--- config.mk ---
export PLATFORM = sky130hd
export DESIGN_NAME = mem_arbiter
export DESIGN_NICKNAME = d
export VERILOG_FILES = /design/src/rtl/mem_arbiter.sv
export SDC_FILE = /design/constraint.sdc
export NUM_CORES = 1
export LEC_CHECK = 0
export ABC_AREA = 1
export CORE_ASPECT_RATIO = 1.5
export CORE_MARGIN = 5
export CORE_UTILIZATION = 29
export CTS_CLUSTER_SIZE = 16
export DETAILED_ROUTE_END_ITERATION = 10
export GPL_ROUTABILITY_DRIVEN = 0
export HOLD_SLACK_MARGIN = 0.12
export PLACE_DENSITY = 0.67
export SLEW_MARGIN = 10
export SYNTH_ARGS = -nofsm -noshare
export SYNTH_HDL_FRONTEND = slang
export SYNTH_SLANG_ARGS = --single-unit
--- constraint.sdc ---
create_clock -name clk -period 1.8 [get_ports clk]
set_clock_uncertainty 0.05 [all_clocks]
set_input_delay 0.36 -clock clk [delete_from_list [all_inputs] [get_ports clk]]
set_output_delay 0.36 -clock clk [all_outputs]
set_load 0.01 [all_outputs]
--- src/rtl/mem_arbiter.sv ---
// Shared-memory arbiter: the CPU passes straight through to the memory port,
// and DMA transfers run a setup/strobe/ack sequence in the gaps between CPU accesses.
module mem_arbiter #(
  parameter int AW         = 13,
  parameter int DW         = 8,
  parameter int STARVE_LIM = 15
)(
  input  logic          clk,
  input  logic          ena,
  input  logic          cpu_rd,
  input  logic          cpu_wr,
  input  logic [AW-1:0] cpu_addr,
  input  logic [DW-1:0] cpu_wdata,
  output logic [DW-1:0] cpu_rdata,
  input  logic          dma_req,
  input  logic          dma_we,
  input  logic [AW-1:0] dma_addr,
  input  logic [DW-1:0] dma_wdata,
  output logic          dma_gnt,
  output logic          dma_ack,
  output logic [DW-1:0] dma_rdata,
  output logic          mem_rd,
  output logic          mem_wr,
  output logic [AW-1:0] mem_addr,
  output logic [DW-1:0] mem_wdata,
  input  logic [DW-1:0] mem_rdata,
  output logic          dma_starve,
  input  logic          starve_clr,
  output logic [7:0]    abort_cnt,
  output logic          proto_err
);
  typedef enum logic [1:0] {IDLE, DSETUP, DSTROBE, DACK} state_t;
  localparam logic [3:0] LIM = 4'(STARVE_LIM);

  state_t        r_state, w_state_nxt;
  logic          r_we;
  logic [AW-1:0] r_addr;
  logic [DW-1:0] r_wdata, r_rdata;
  logic [3:0]    r_wait, w_wait_nxt;
  logic          r_starve, r_perr;
  logic [7:0]    r_abort;
  logic          w_busy, w_abort, w_starve_set;

  assign w_busy     = cpu_rd | cpu_wr;
  assign cpu_rdata  = mem_rdata;
  assign dma_gnt    = (r_state == DSETUP) || (r_state == DSTROBE);
  assign dma_ack    = (r_state == DACK);
  assign dma_rdata  = r_rdata;
  assign dma_starve = r_starve;
  assign abort_cnt  = r_abort;
  assign proto_err  = r_perr;

  always_comb begin
    w_state_nxt = r_state;
    w_abort     = 1'b0;
    case (r_state)
      IDLE:    if (dma_req && !w_busy) w_state_nxt = DSETUP;
      DSETUP:  begin
        w_state_nxt = w_busy ? IDLE : DSTROBE;
        w_abort     = w_busy;
      end
      DSTROBE: begin
        w_state_nxt = w_busy ? IDLE : DACK;
        w_abort     = w_busy;
      end
      default: w_state_nxt = IDLE;
    endcase
  end

  // CPU wins the bus outright; a read+write collision drives no strobe at all.
  always_comb begin
    mem_addr  = '0;
    mem_wdata = '0;
    mem_rd    = 1'b0;
    mem_wr    = 1'b0;
    if (w_busy) begin
      mem_addr  = cpu_addr;
      mem_wdata = cpu_wdata;
      mem_rd    = cpu_rd & ~cpu_wr;
      mem_wr    = cpu_wr & ~cpu_rd;
    end else if (r_state == DSETUP || r_state == DSTROBE) begin
      mem_addr  = r_addr;
      mem_wdata = r_wdata;
      mem_rd    = (r_state == DSTROBE) & ~r_we;
      mem_wr    = (r_state == DSTROBE) & r_we;
    end
  end

  // Wait counter only advances while a request sits in IDLE behind the CPU.
  always_comb begin
    w_wait_nxt = r_wait;
    if (!dma_req)
      w_wait_nxt = '0;
    else if (r_state == IDLE) begin
      if (!w_busy)
        w_wait_nxt = '0;
      else if (r_wait != LIM)
        w_wait_nxt = r_wait + 4'd1;
    end
  end
  assign w_starve_set = (r_wait != LIM) && (w_wait_nxt == LIM);

  always_ff @(posedge clk) begin
    if (!ena) begin
      r_state  <= IDLE;
      r_we     <= 1'b0;
      r_addr   <= '0;
      r_wdata  <= '0;
      r_rdata  <= '0;
      r_wait   <= '0;
      r_starve <= 1'b0;
      r_perr   <= 1'b0;
      r_abort  <= '0;
    end else begin
      r_state <= w_state_nxt;
      if (r_state == IDLE && w_state_nxt == DSETUP) begin
        r_we    <= dma_we;
        r_addr  <= dma_addr;
        r_wdata <= dma_wdata;
      end
      if (r_state == DSTROBE && w_state_nxt == DACK && !r_we)
        r_rdata <= mem_rdata;
      if (w_abort && r_abort != 8'hFF)
        r_abort <= r_abort + 8'd1;
      r_wait <= w_wait_nxt;
      if (w_starve_set)
        r_starve <= 1'b1;
      else if (starve_clr)
        r_starve <= 1'b0;
      if (cpu_rd & cpu_wr)
        r_perr <= 1'b1;
    end
  end
endmodule

# After elaboration in Yosys (flattened, before gate mapping)
# Index checks and enable logic that the tools add are counted.
# W data, S select, Z words.
[word_totals] reg_bits=46 inputBits=57 output_inout_bits=51 word_cells=59
[classes] add_sub_neg=2 eq_ne=8 mux=19 bitwise_logic=9 reduce_logical=12
[ops] cell="$mux W13" count=2
[ops] cell="$mux W4" count=4
[ops] cell="$mux W8" count=2
[ops] cell="$add A8 B1 Y8 const B" count=1
[ops] cell="$ne A8 B8 Y1 const B" count=1
[ops] cell="$mux W1" count=7
[ops] cell="$eq A2 B2 Y1 const B" count=3
[ops] cell="$logic_and A1 B1 Y1" count=6
[ops] cell="$mux W2" count=3
[ops] cell="$pmux W2 S3" count=1
[ops] cell="$and A1 B1 Y1" count=5
[ops] cell="$add A4 B1 Y4 const B" count=1
[ops] cell="$eq A2 B1 Y1 const B" count=2
[ops] cell="$eq A4 B4 Y1 const B" count=1
[ops] cell="$ne A4 B4 Y1 const B" count=1
[ops] cell="$not A1 Y1" count=3
[ops] cell="$logic_not A1 Y1" count=2
[ops] cell="$logic_not A2 Y1" count=1
[ops] cell="$reduce_bool A2 Y1" count=1
[ops] cell="$reduce_or A2 Y1" count=1
[ops] cell="$logic_or A1 B1 Y1" count=1
[ops] cell="$or A1 B1 Y1" count=1

# Logic depth before layout (Yosys ltp)
# Gate-level depths: netlist (run 1).
[depth] depth_word=8 mapped_depth=13 mapped_depth_nobuf=11

# Least setup slack after synthesis (run 1)
# OpenSTA, ideal clock, no wires.
[synth_timing] kind="register to output" start="register r_state[1]" end="output mem_addr[0]" t_arrival_ns=1.399 t_required_ns=1.390 setup_slack_ns=-0.009 path_stages_with_launch=6 path_buffers=1 cell_sequence="dfxtp_1 -> inv_1 -> ha_1 -> inv_1 -> clkbuf_1 -> o31ai_1"
[synth_between] elab_chain_cells=4 word_cells_on_any_way=5 cone_classes="2 x eq/ne; 2 x mux; 1 x reduce/logical"
[synth_lines] element="start, declared" line_no="35" rtl="state_t r_state, w_state_nxt;"
[synth_lines] element="start signal, assigned" line_no="115" rtl="r_state <= w_state_nxt;"
[synth_lines] element="$eq A2 B1 Y1 / $eq A2 B2 Y1 (equally long branches)"
[synth_lines] element="$logic_or A1 B1 Y1 (*)"
[synth_lines] element="net dma_gnt" line_no="19" rtl="output logic dma_gnt,"
[synth_lines] element="$mux W13 (*)" line_no="81" rtl="end else if (r_state == DSETUP || r_state == DSTROBE) begin"
[synth_lines] element="$mux W13 (*)" line_no="76" rtl="if (w_busy) begin"
[synth_lines] element="end, declared" line_no="24" rtl="output logic [AW-1:0] mem_addr,"
# The timed path passes the listed nets; every way through them passes the cells marked *.

# Worst setup path in the final report (run 1)
[layout_timing] start="register r_state[0]" end="output mem_wdata[2]"
[layout_between] elab_chain_cells=4 word_cells_on_any_way=5 cone_classes="2 x eq/ne; 2 x mux; 1 x reduce/logical"
[layout_lines] element="$eq A2 B1 Y1 / $eq A2 B2 Y1 (equally long branches)" line_no="81"
[layout_lines] element="$logic_or A1 B1 Y1 (*)" line_no="81"
[layout_lines] element="$mux W8 (*)" line_no="81"
[layout_lines] element="$mux W8 (*)" line_no="76"
[layout_lines] element="end, declared" line_no="25" rtl="output logic [DW-1:0] mem_wdata,"
# Every way passes the cells marked *; elsewhere a longest branch is shown, timed or not.

==> metrics.txt, run 1 <==
# TYPE chip_impl_metric gauge
chip_impl_info{name="status",value="finished with violations"} 1
chip_impl_info{name="violations_in_the_final_reports",value="setup timing"} 1
chip_impl_metric{name="hold_buffer_count_at_cts",unit=""} 0
chip_impl_metric{name="cts_buffer_depth",unit=""} 2
chip_impl_info{name="r2r_end",value="r_wdata[2]"} 1
chip_impl_metric{name="design.portCount",unit=""} 108
chip_impl_metric{name="floorplan.die.height",unit="um"} 123.7
chip_impl_metric{name="fin_crit_sh",unit=""} 1.100
chip_impl_metric{name="row_count",unit=""} 41
chip_impl_metric{name="netlist-cell-type-count",unit=""} 28
chip_impl_metric{name="synthesis.instances",unit=""} 382
chip_impl_metric{name="dpl.hpwl",unit="um"} 5532
chip_impl_metric{name="synth_enable_flop_cells",unit=""} 0
chip_impl_metric{name="synth_compound_area_frac",unit=""} 0.1011
chip_impl_metric{name="max_cap_violations",unit=""} 0
chip_impl_info{name="regToRegStartpoint",value="r_state[0]"} 1
chip_impl_info{name="critPathTopFamily",value="buffers and inverters"} 1
chip_impl_metric{name="drtIter0Drc",unit=""} 125
chip_impl_metric{name="port_buffers",unit=""} 107
chip_impl_metric{name="regToRegSetupSlack",unit="ns"} 0
chip_impl_info{name="cells_taking_the_most_area_after_synthesis",value="sky130_fd_sc_hd__dfxtp_1 37%, sky130_fd_sc_hd__nand2_1 16%, sky130_fd_sc_hd__nor2_1 11%"} 1
chip_impl_info{name="commonest_register_cell_after_synthesis",value="sky130_fd_sc_hd__dfxtp_1"} 1
chip_impl_metric{name="post_synth_and_or_nand_nor_area_fraction",unit=""} 0.3579
chip_impl_info{name="grt_setup_unrepaired",value="true"} 1
chip_impl_metric{name="crit_path_max_fanout",unit=""} 5
chip_impl_metric{name="timing.final.crit_period",unit="ns"} 1.979
chip_impl_info{name="kind_of_critical_path",value="reg2out"} 1
chip_impl_info{name="clock_tree_from_tritoncts",value="built"} 1
chip_impl_metric{name="syn_area_per_cell",unit="sq um"} 6.544
chip_impl_metric{name="xor_xnor_fraction_of_synth_area",unit=""} 0.01051
chip_impl_metric{name="floorplan.die_area",unit="sq um"} 10620
chip_impl_info{name="top_count_cell_post_synth",value="sky130_fd_sc_hd__nand2_1"} 1
chip_impl_info{name="synth_common_cells",value="107 x sky130_fd_sc_hd__nand2_1, 75 x sky130_fd_sc_hd__nor2_1, 48 x sky130_fd_sc_hd__inv_1, 46 x sky130_fd_sc_hd__dfxtp_1, 21 x sky130_fd_sc_hd__o31ai_1"} 1
chip_impl_metric{name="grt_overflow_total",unit=""} 0
chip_impl_metric{name="routed_via_density",unit=""} 4.611
chip_impl_metric{name="grt_start_max_net_pins",unit=""} 34
chip_impl_metric{name="timing.hold.worst_path_depth",unit=""} 2
chip_impl_metric{name="slew-limit-headroom",unit=""} 0.7451
chip_impl_metric{name="synth_largest_type_area_fraction",unit=""} 0.3684
chip_impl_metric{name="vias",unit=""} 2928
chip_impl_metric{name="worst_pin_slew",unit="ns"} 0.3809
chip_impl_metric{name="power_leakage",unit="nW"} 2.145
chip_impl_metric{name="required_worst_endpoint",unit="ns"} 1.39
chip_impl_metric{name="routed_wirelength",unit="um"} 8790
chip_impl_metric{name="tritoncts.num_buffers",unit=""} 5
chip_impl_metric{name="final.setup.tns",unit="ns"} -3.001
chip_impl_metric{name="num_antenna_cells",unit=""} 0
chip_impl_info{name="post-synth-top-area-cell",value="sky130_fd_sc_hd__dfxtp_1"} 1
chip_impl_metric{name="core",unit="sq um"} 8413
chip_impl_metric{name="post_synth_fa_ha_maj_area_fraction",unit=""} 0.03003
chip_impl_info{name="synth_top_family_by_area",value="simple AND/OR/NAND/NOR gates"} 1
chip_impl_metric{name="initial_cell_density_of_the_core",unit=""} 0.2971
chip_impl_metric{name="path_clk_slew",unit="ns"} 0.06
chip_impl_metric{name="synth.cell_area",unit="sq um"} 2500
chip_impl_info{name="cp_cell_instances",value="inv_2 > ha_4 > inv_8 > buf_16 > o31ai_2 > buf_2"} 1
chip_impl_info{name="cp_slowest_cell",value="sky130_fd_sc_hd__dfxtp_2"} 1
chip_impl_metric{name="timing_hold_violations_final",unit=""} 0
chip_impl_metric{name="layout_setup_ws",unit="ns"} -0.1795
chip_impl_metric{name="critPathArrivalTime",unit="ns"} 1.57
chip_impl_metric{name="place_worst_setup_slack",unit="ns"} -0.6816
chip_impl_metric{name="worstSkewPairLatency",unit="ns"} 0.28
chip_impl_metric{name="synth_seq_cells",unit=""} 46
chip_impl_metric{name="post_synth_mux_area_share",unit=""} 0
chip_impl_metric{name="drt.antenna.violating_nets",unit=""} 0
chip_impl_metric{name="first_global_vias",unit=""} 2747
chip_impl_metric{name="timing.reg2reg.worst_path_depth",unit=""} 11
chip_impl_metric{name="power.density_cell_area",unit="nW/um^2"} 648.6
chip_impl_info{name="whs_endpoint",value="dma_starve"} 1
chip_impl_info{name="critPathLaunchType",value="flop"} 1
chip_impl_metric{name="report.final.slew_viol_count",unit=""} 0
chip_impl_metric{name="grt.total_usage",unit=""} 0.1448
chip_impl_metric{name="worst_path_largest_cell_delay",unit="ns"} 0.34
chip_impl_metric{name="synthesis.yosys.warnings",unit=""} 0
chip_impl_info{name="worst_min_path_class",value="reg2reg"} 1
chip_impl_metric{name="layout.filler_cells",unit=""} 790
chip_impl_metric{name="area_growth",unit="%"} 87.19
chip_impl_metric{name="grt_pass1_wl",unit="um"} 12540
chip_impl_metric{name="finalSetupViolCount",unit=""} 25
chip_impl_metric{name="width_of_the_die",unit="um"} 85.81
chip_impl_metric{name="clock.fmax",unit="GHz"} 0.5052
chip_impl_info{name="critical_path.endpoint_type",value="output port"} 1
chip_impl_metric{name="wl_per_cell",unit="um"} 13.84
chip_impl_info{name="cts-root-buf",value="sky130_fd_sc_hd__clkbuf_16"} 1
chip_impl_metric{name="worstPathBufferInverterCount",unit=""} 4
chip_impl_info{name="worstHoldStart",value="dma_starve"} 1
chip_impl_metric{name="initial_antenna_violation_count",unit=""} 0
chip_impl_metric{name="fraction_of_final_layout_cells_with_drive_strength_greater_than_1",unit=""} 0.3049
chip_impl_metric{name="number_of_h_tree_levels",unit=""} 2
chip_impl_metric{name="synth-async-reset-ratio",unit=""} 0
chip_impl_metric{name="cts_num_sinks",unit=""} 46
chip_impl_metric{name="max-vdd-ir-drop",unit="mV"} 0.4725
chip_impl_metric{name="drt_pass1_iterations",unit=""} 4
chip_impl_metric{name="post_synthesis_net_count",unit=""} 445
chip_impl_metric{name="yosysSeqAreaShare",unit=""} 0.3684
chip_impl_metric{name="num-nets-final",unit=""} 590
chip_impl_metric{name="route.detailed.drc",unit=""} 0
[flip-flops by register name, indices dropped and copies added, names as in the netlist]
name        cells
abort_cnt       8
dma_rdata       8
dma_starve      1
proto_err       1
r_addr         13
r_state         2
r_wait          4
r_wdata         8
r_we            1
[cells in the final DEF, fill, tap and decap left out, types with 3 or more instances in the layout]
master	Yosys	layout
sky130_fd_sc_hd__nor2_2	0	8
sky130_fd_sc_hd__nand4_1	12	12
sky130_fd_sc_hd__nor2_4	2	7
sky130_fd_sc_hd__inv_1	48	44
sky130_fd_sc_hd__ha_1	6	4
sky130_fd_sc_hd__o31ai_2	0	6
sky130_fd_sc_hd__clkdlybuf4s50_1	0	72
sky130_fd_sc_hd__a21oi_1	11	9
sky130_fd_sc_hd__dlygate4sd2_1	0	7
sky130_fd_sc_hd__nand2_4	1	8
sky130_fd_sc_hd__dlymetal6s2s_1	0	5
sky130_fd_sc_hd__dfxtp_1	46	44
sky130_fd_sc_hd__nand2_1	107	82
sky130_fd_sc_hd__o31ai_4	0	14
sky130_fd_sc_hd__nor2_1	75	62
sky130_fd_sc_hd__nand3b_1	3	3
sky130_fd_sc_hd__buf_6	2	8
sky130_fd_sc_hd__clkbuf_16	0	9
sky130_fd_sc_hd__inv_2	1	4
sky130_fd_sc_hd__nand3_1	8	8
sky130_fd_sc_hd__nand2_2	1	19
sky130_fd_sc_hd__buf_2	3	22
sky130_fd_sc_hd__buf_4	8	35
sky130_fd_sc_hd__buf_12	0	4
[metrics by stage]
| stage | utilization | total power [mW] | instance area, sq um | hold WS (ns) | instances |
|---|---|---|---|---|---|
| floorplan | - | 1.437 | 2500 | 0.4403 | 382 |
| global placement | 0.4582 | 1.762 | 3855 | 0.4111 | 606 |
| detailed placement | 0.4582 | 1.773 | 3855 | 0.4150 | 606 |
| CTS | 0.4957 | 2.856 | 4170 | 0.4306 | 619 |
| global route | 0.5562 | 3.193 | 4679 | 0.4520 | 635 |
| finish | 0.5562 | 3.035 | 4679 | 0.4267 | 635 |
[worst register-to-register path, stage by stage, from the launching register on]
cell	delay [ns]
sky130_fd_sc_hd__dfxtp_2	0.34
sky130_fd_sc_hd__inv_2	0.05
sky130_fd_sc_hd__buf_6	0.12
sky130_fd_sc_hd__ha_4	0.17
sky130_fd_sc_hd__buf_6	0.12
sky130_fd_sc_hd__o21ai_4	0.14
sky130_fd_sc_hd__nand2_2	0.07
sky130_fd_sc_hd__inv_2	0.08
sky130_fd_sc_hd__nand3_4	0.18
sky130_fd_sc_hd__clkbuf_16	0.24
sky130_fd_sc_hd__nor2_1	0.09
sky130_fd_sc_hd__nor2_1	0.06
[report_power, final]
| part | leakage, nW | switching, mW | internal (mW) |
|---|---|---|---|
| Sequential | 0.376 | 0.0236 | 1.08 |
| Combinational | 1.69 | 0.452 | 0.462 |
| Clock | 0.0781 | 0.361 | 0.656 |
[cell type report]
cell class	instances	area [sq um]	share of cell area
multi-input combinational	261	1673	0.3575
timing repair buffer	161	1580	0.3377
sequential	46	923.4	0.1973
inverter	52	206.4	0.04412
tap	107	133.9	0.02861
clock buffer	7	132.6	0.02834
clock inverter	1	30.03	0.006417
[how the worst max path moves through the flow]
stage	startpoint	end	slack (ns)	cells after the start
after floorplan	r_state[1]	mem_addr[0]	-0.009	5
after global placement	cpu_wr	mem_wdata[2]	-0.64	6
after detailed placement	cpu_wr	mem_addr[6]	-0.68	6
after CTS	r_state[1]	mem_addr[9]	-0.15	6
after global routing	r_state[1]	mem_addr[7]	-0.30	6
final	r_state[0]	mem_wdata[2]	-0.18	6
[layer usage]
| layer | global-route usage | vias up | wire length (um) |
|---|---|---|---|
| li1 | - | 1474 | - |
| met1 | 0.1612 | 1356 | 3395 |
| met2 | 0.2690 | 87 | 4782 |
| met3 | 0.03111 | 11 | 459 |
| met4 | 0.05050 | 0 | 152 |
| met5 | 0 | - | 0 |
[timing repair]
| item | 4_1_cts | 5_1_grt |
|---|---|---|
| gates resized for setup | 137 | 84 |
| cloned | 3 | 6 |
| endpoints found under the setup margin | 30 | 56 |
| pin swaps | 8 | 19 |
| setup buffers | 3 | 10 |
[cells by family (layout without fill, tap and decap cells)]
logic type / count (synthesis) / count (layout)
XOR/XNOR: 3 / 3
buffers and inverters: 75 / 221
flip-flops: 46 / 46
AO/OA/AOI/OAI: 39 / 39
adder cells (fa/ha/maj): 6 / 6
AND/OR/NAND/NOR: 213 / 213
No activity file was read; power rests on OpenSTA's default activity.
==> inputs of run 2 (changes only) <==
Settings changed: MAX_ROUTING_LAYER from default to met4.
==> run 2 against run 1 <==
The run still ends with setup timing left. Power barely moved. Largest cell class unchanged. Global-route usage grew 0.41 points. Largest power group unchanged. Utilization stayed put. Critical endpoint unchanged. Design area unchanged.
==> metrics.txt, run 2 (synthesis results as in run 1) <==
# TYPE chip_impl_metric gauge
chip_impl_metric{name="max-vdd-ir-drop",unit="mV"} 0.4727
chip_impl_info{name="grt_setup_unrepaired",value="true"} 1
chip_impl_metric{name="critPathArrivalTime",unit="ns"} 1.57
chip_impl_info{name="worst_min_path_class",value="reg2reg"} 1
chip_impl_metric{name="cts_buffer_depth",unit=""} 2
chip_impl_info{name="mostFrequentLayoutCells",value="82 x sky130_fd_sc_hd__nand2_1, 72 x sky130_fd_sc_hd__clkdlybuf4s50_1, 62 x sky130_fd_sc_hd__nor2_1, 44 x sky130_fd_sc_hd__inv_1, 44 x sky130_fd_sc_hd__dfxtp_1"} 1
chip_impl_metric{name="regToRegSetupSlack",unit="ns"} -0.01
chip_impl_metric{name="worst_hold_slack",unit="ns"} 0.4257
chip_impl_metric{name="final.setup.tns",unit="ns"} -3.033
chip_impl_metric{name="combPwrFrac",unit=""} 0.301
chip_impl_metric{name="port_buffers",unit=""} 107
chip_impl_metric{name="number_of_h_tree_levels",unit=""} 2
chip_impl_info{name="critPathLaunchType",value="flop"} 1
chip_impl_metric{name="routed_wirelength",unit="um"} 8816
chip_impl_metric{name="wl_per_cell",unit="um"} 13.88
chip_impl_metric{name="grt_start_max_net_pins",unit=""} 34
chip_impl_metric{name="worst_path_largest_cell_delay",unit="ns"} 0.34
chip_impl_metric{name="first_global_vias",unit=""} 2742
chip_impl_metric{name="max_cap_violations",unit=""} 0
chip_impl_metric{name="report.final.slew_viol_count",unit=""} 0
chip_impl_metric{name="clock_power_share",unit=""} 0.335
chip_impl_metric{name="seq_power_share",unit=""} 0.363
chip_impl_metric{name="worstPathBufferInverterCount",unit=""} 4
chip_impl_metric{name="fin_crit_sh",unit=""} 1.100
chip_impl_metric{name="route.detailed.drc",unit=""} 0
chip_impl_metric{name="timing.final.crit_period",unit="ns"} 1.980
chip_impl_metric{name="worst_pin_slew",unit="ns"} 0.3790
chip_impl_info{name="cts-root-buf",value="sky130_fd_sc_hd__clkbuf_16"} 1
chip_impl_info{name="critPathTopFamily",value="buffers and inverters"} 1
chip_impl_metric{name="grt_pass1_wl",unit="um"} 12540
chip_impl_metric{name="power.density_cell_area",unit="nW/um^2"} 648.5
chip_impl_info{name="status",value="finished with violations"} 1
chip_impl_metric{name="grt.total_usage",unit=""} 0.1488
chip_impl_metric{name="finalSetupViolCount",unit=""} 27
chip_impl_metric{name="total_switching_power",unit="mW"} 0.8370
chip_impl_metric{name="tritoncts.num_buffers",unit=""} 5
chip_impl_metric{name="layout_setup_ws",unit="ns"} -0.1798
chip_impl_metric{name="power.switching_fraction",unit=""} 0.2758
chip_impl_metric{name="dpl.hpwl",unit="um"} 5532
chip_impl_info{name="clock_tree_from_tritoncts",value="built"} 1
chip_impl_metric{name="power_leakage",unit="nW"} 2.145
chip_impl_metric{name="clock.fmax",unit="GHz"} 0.5051
chip_impl_metric{name="width_of_the_die",unit="um"} 85.81
chip_impl_metric{name="floorplan.die_area",unit="sq um"} 10620
chip_impl_metric{name="row_count",unit=""} 41
chip_impl_info{name="layout_commonest_cell",value="sky130_fd_sc_hd__nand2_1"} 1
chip_impl_metric{name="timing_hold_violations_final",unit=""} 0
chip_impl_metric{name="final_core_util",unit=""} 0.5562
chip_impl_info{name="register_bank_with_the_most_flops",value="r_addr"} 1
chip_impl_metric{name="initial_antenna_violation_count",unit=""} 0
chip_impl_metric{name="num_antenna_cells",unit=""} 0
chip_impl_metric{name="drt_pass1_iterations",unit=""} 4
chip_impl_metric{name="drt.antenna.violating_nets",unit=""} 0
chip_impl_metric{name="core",unit="sq um"} 8413
chip_impl_metric{name="grt_overflow_total",unit=""} 0
chip_impl_metric{name="vias",unit=""} 2941
chip_impl_metric{name="path_clk_slew",unit="ns"} 0.06
chip_impl_metric{name="cts_num_sinks",unit=""} 46
chip_impl_metric{name="routed_via_density",unit=""} 4.631
chip_impl_metric{name="floorplan.die.height",unit="um"} 123.7
chip_impl_metric{name="area_growth",unit="%"} 87.19
chip_impl_info{name="critical_path.endpoint_type",value="output port"} 1
chip_impl_metric{name="slew-limit-headroom",unit=""} 0.7464
chip_impl_metric{name="worstSkewPairLatency",unit="ns"} 0.28
chip_impl_metric{name="max_reg_flops",unit=""} 13
chip_impl_metric{name="fraction_of_final_layout_cells_with_drive_strength_greater_than_1",unit=""} 0.3049
chip_impl_metric{name="power.internal",unit="mW"} 2.198
chip_impl_metric{name="crit_path_max_fanout",unit=""} 5
chip_impl_info{name="cp_cell_instances",value="inv_2 > ha_4 > inv_8 > buf_16 > o31ai_2 > buf_2"} 1
chip_impl_metric{name="power.total",unit="mW"} 3.034
chip_impl_metric{name="required_worst_endpoint",unit="ns"} 1.39
chip_impl_metric{name="num-nets-final",unit=""} 590
chip_impl_info{name="violations_in_the_final_reports",value="setup timing"} 1
chip_impl_metric{name="layout.filler_cells",unit=""} 790
chip_impl_metric{name="initial_cell_density_of_the_core",unit=""} 0.2971
chip_impl_info{name="cp_slowest_cell",value="sky130_fd_sc_hd__dfxtp_2"} 1
chip_impl_metric{name="design.portCount",unit=""} 108
chip_impl_info{name="kind_of_critical_path",value="reg2out"} 1
chip_impl_metric{name="drtIter0Drc",unit=""} 130
==> run 2: layout make-up <==
| class | instances | area [sq um] | area share |
|---|---|---|---|
| clock inverter | 1 | 30.03 | 0.006417 |
| timing repair buffer | 161 | 1580 | 0.3377 |
| clock buffer | 7 | 132.6 | 0.02834 |
| sequential | 46 | 923.4 | 0.1973 |
| inverter | 52 | 206.4 | 0.04412 |
| tap | 107 | 133.9 | 0.02861 |
| multi-input combinational | 261 | 1673 | 0.3575 |
==> run 2: layer usage <==
metal | share of wire | routed length, um | track usage
met1 | 0.39 | 3431 | 0.1624
met2 | 0.54 | 4793 | 0.2690
met3 | 0.050 | 444 | 0.02912
met4 | 0.017 | 146 | 0.05050
met5 | 0 | 0 | -
==> run 2: final timing paths <==
kind,to,startpoint,cells past startpoint
setup / recovery,mem_wdata[2],r_state[1],6
setup reg to reg,r_wdata[2],r_state[0],11
hold reg to reg,dma_starve,dma_starve,2
hold / removal,dma_starve,dma_starve,2
==> run 2: what timing repair did <==
action                                 CTS  global route
setup endpoints to repair               30            56
cloned                                   3             6
endpoints found under the hold margin    0             0
pin swaps                                8            19
resized for setup                      137            84
hold buffers                             0             0
buffers inserted                         3            10
==> run 2: metrics by stage <==
stage | cells | setup WS, ns | instance area (sq um)
final | 635 | -0.1798 | 4679
after global routing | 635 | -0.3015 | 4679
after CTS | 619 | -0.1542 | 4170
after detailed placement | 606 | -0.6816 | 3855
after global placement | 606 | -0.6376 | 3855
after floorplan | 382 | -0.009228 | 2500
==> run 2: power groups by stage <==
| stage | Combinational, mW | Sequential [mW] | Clock (mW) |
|---|---|---|---|
| global placement | 0.640 | 1.12 | 0 |
| floorplan | 0.316 | 1.12 | 0 |
| finish | 0.915 | 1.10 | 1.02 |
| global route | 0.991 | 1.11 | 1.09 |
| CTS | 0.713 | 1.10 | 1.04 |
| detailed placement | 0.650 | 1.12 | 0 |
==> run 2: tightest hold or removal path: stages, from the launching register on <==
cell	delay, ns
sky130_fd_sc_hd__dfxtp_1	0.31
sky130_fd_sc_hd__nand3b_1	0.07
sky130_fd_sc_hd__nand2_1	0.05
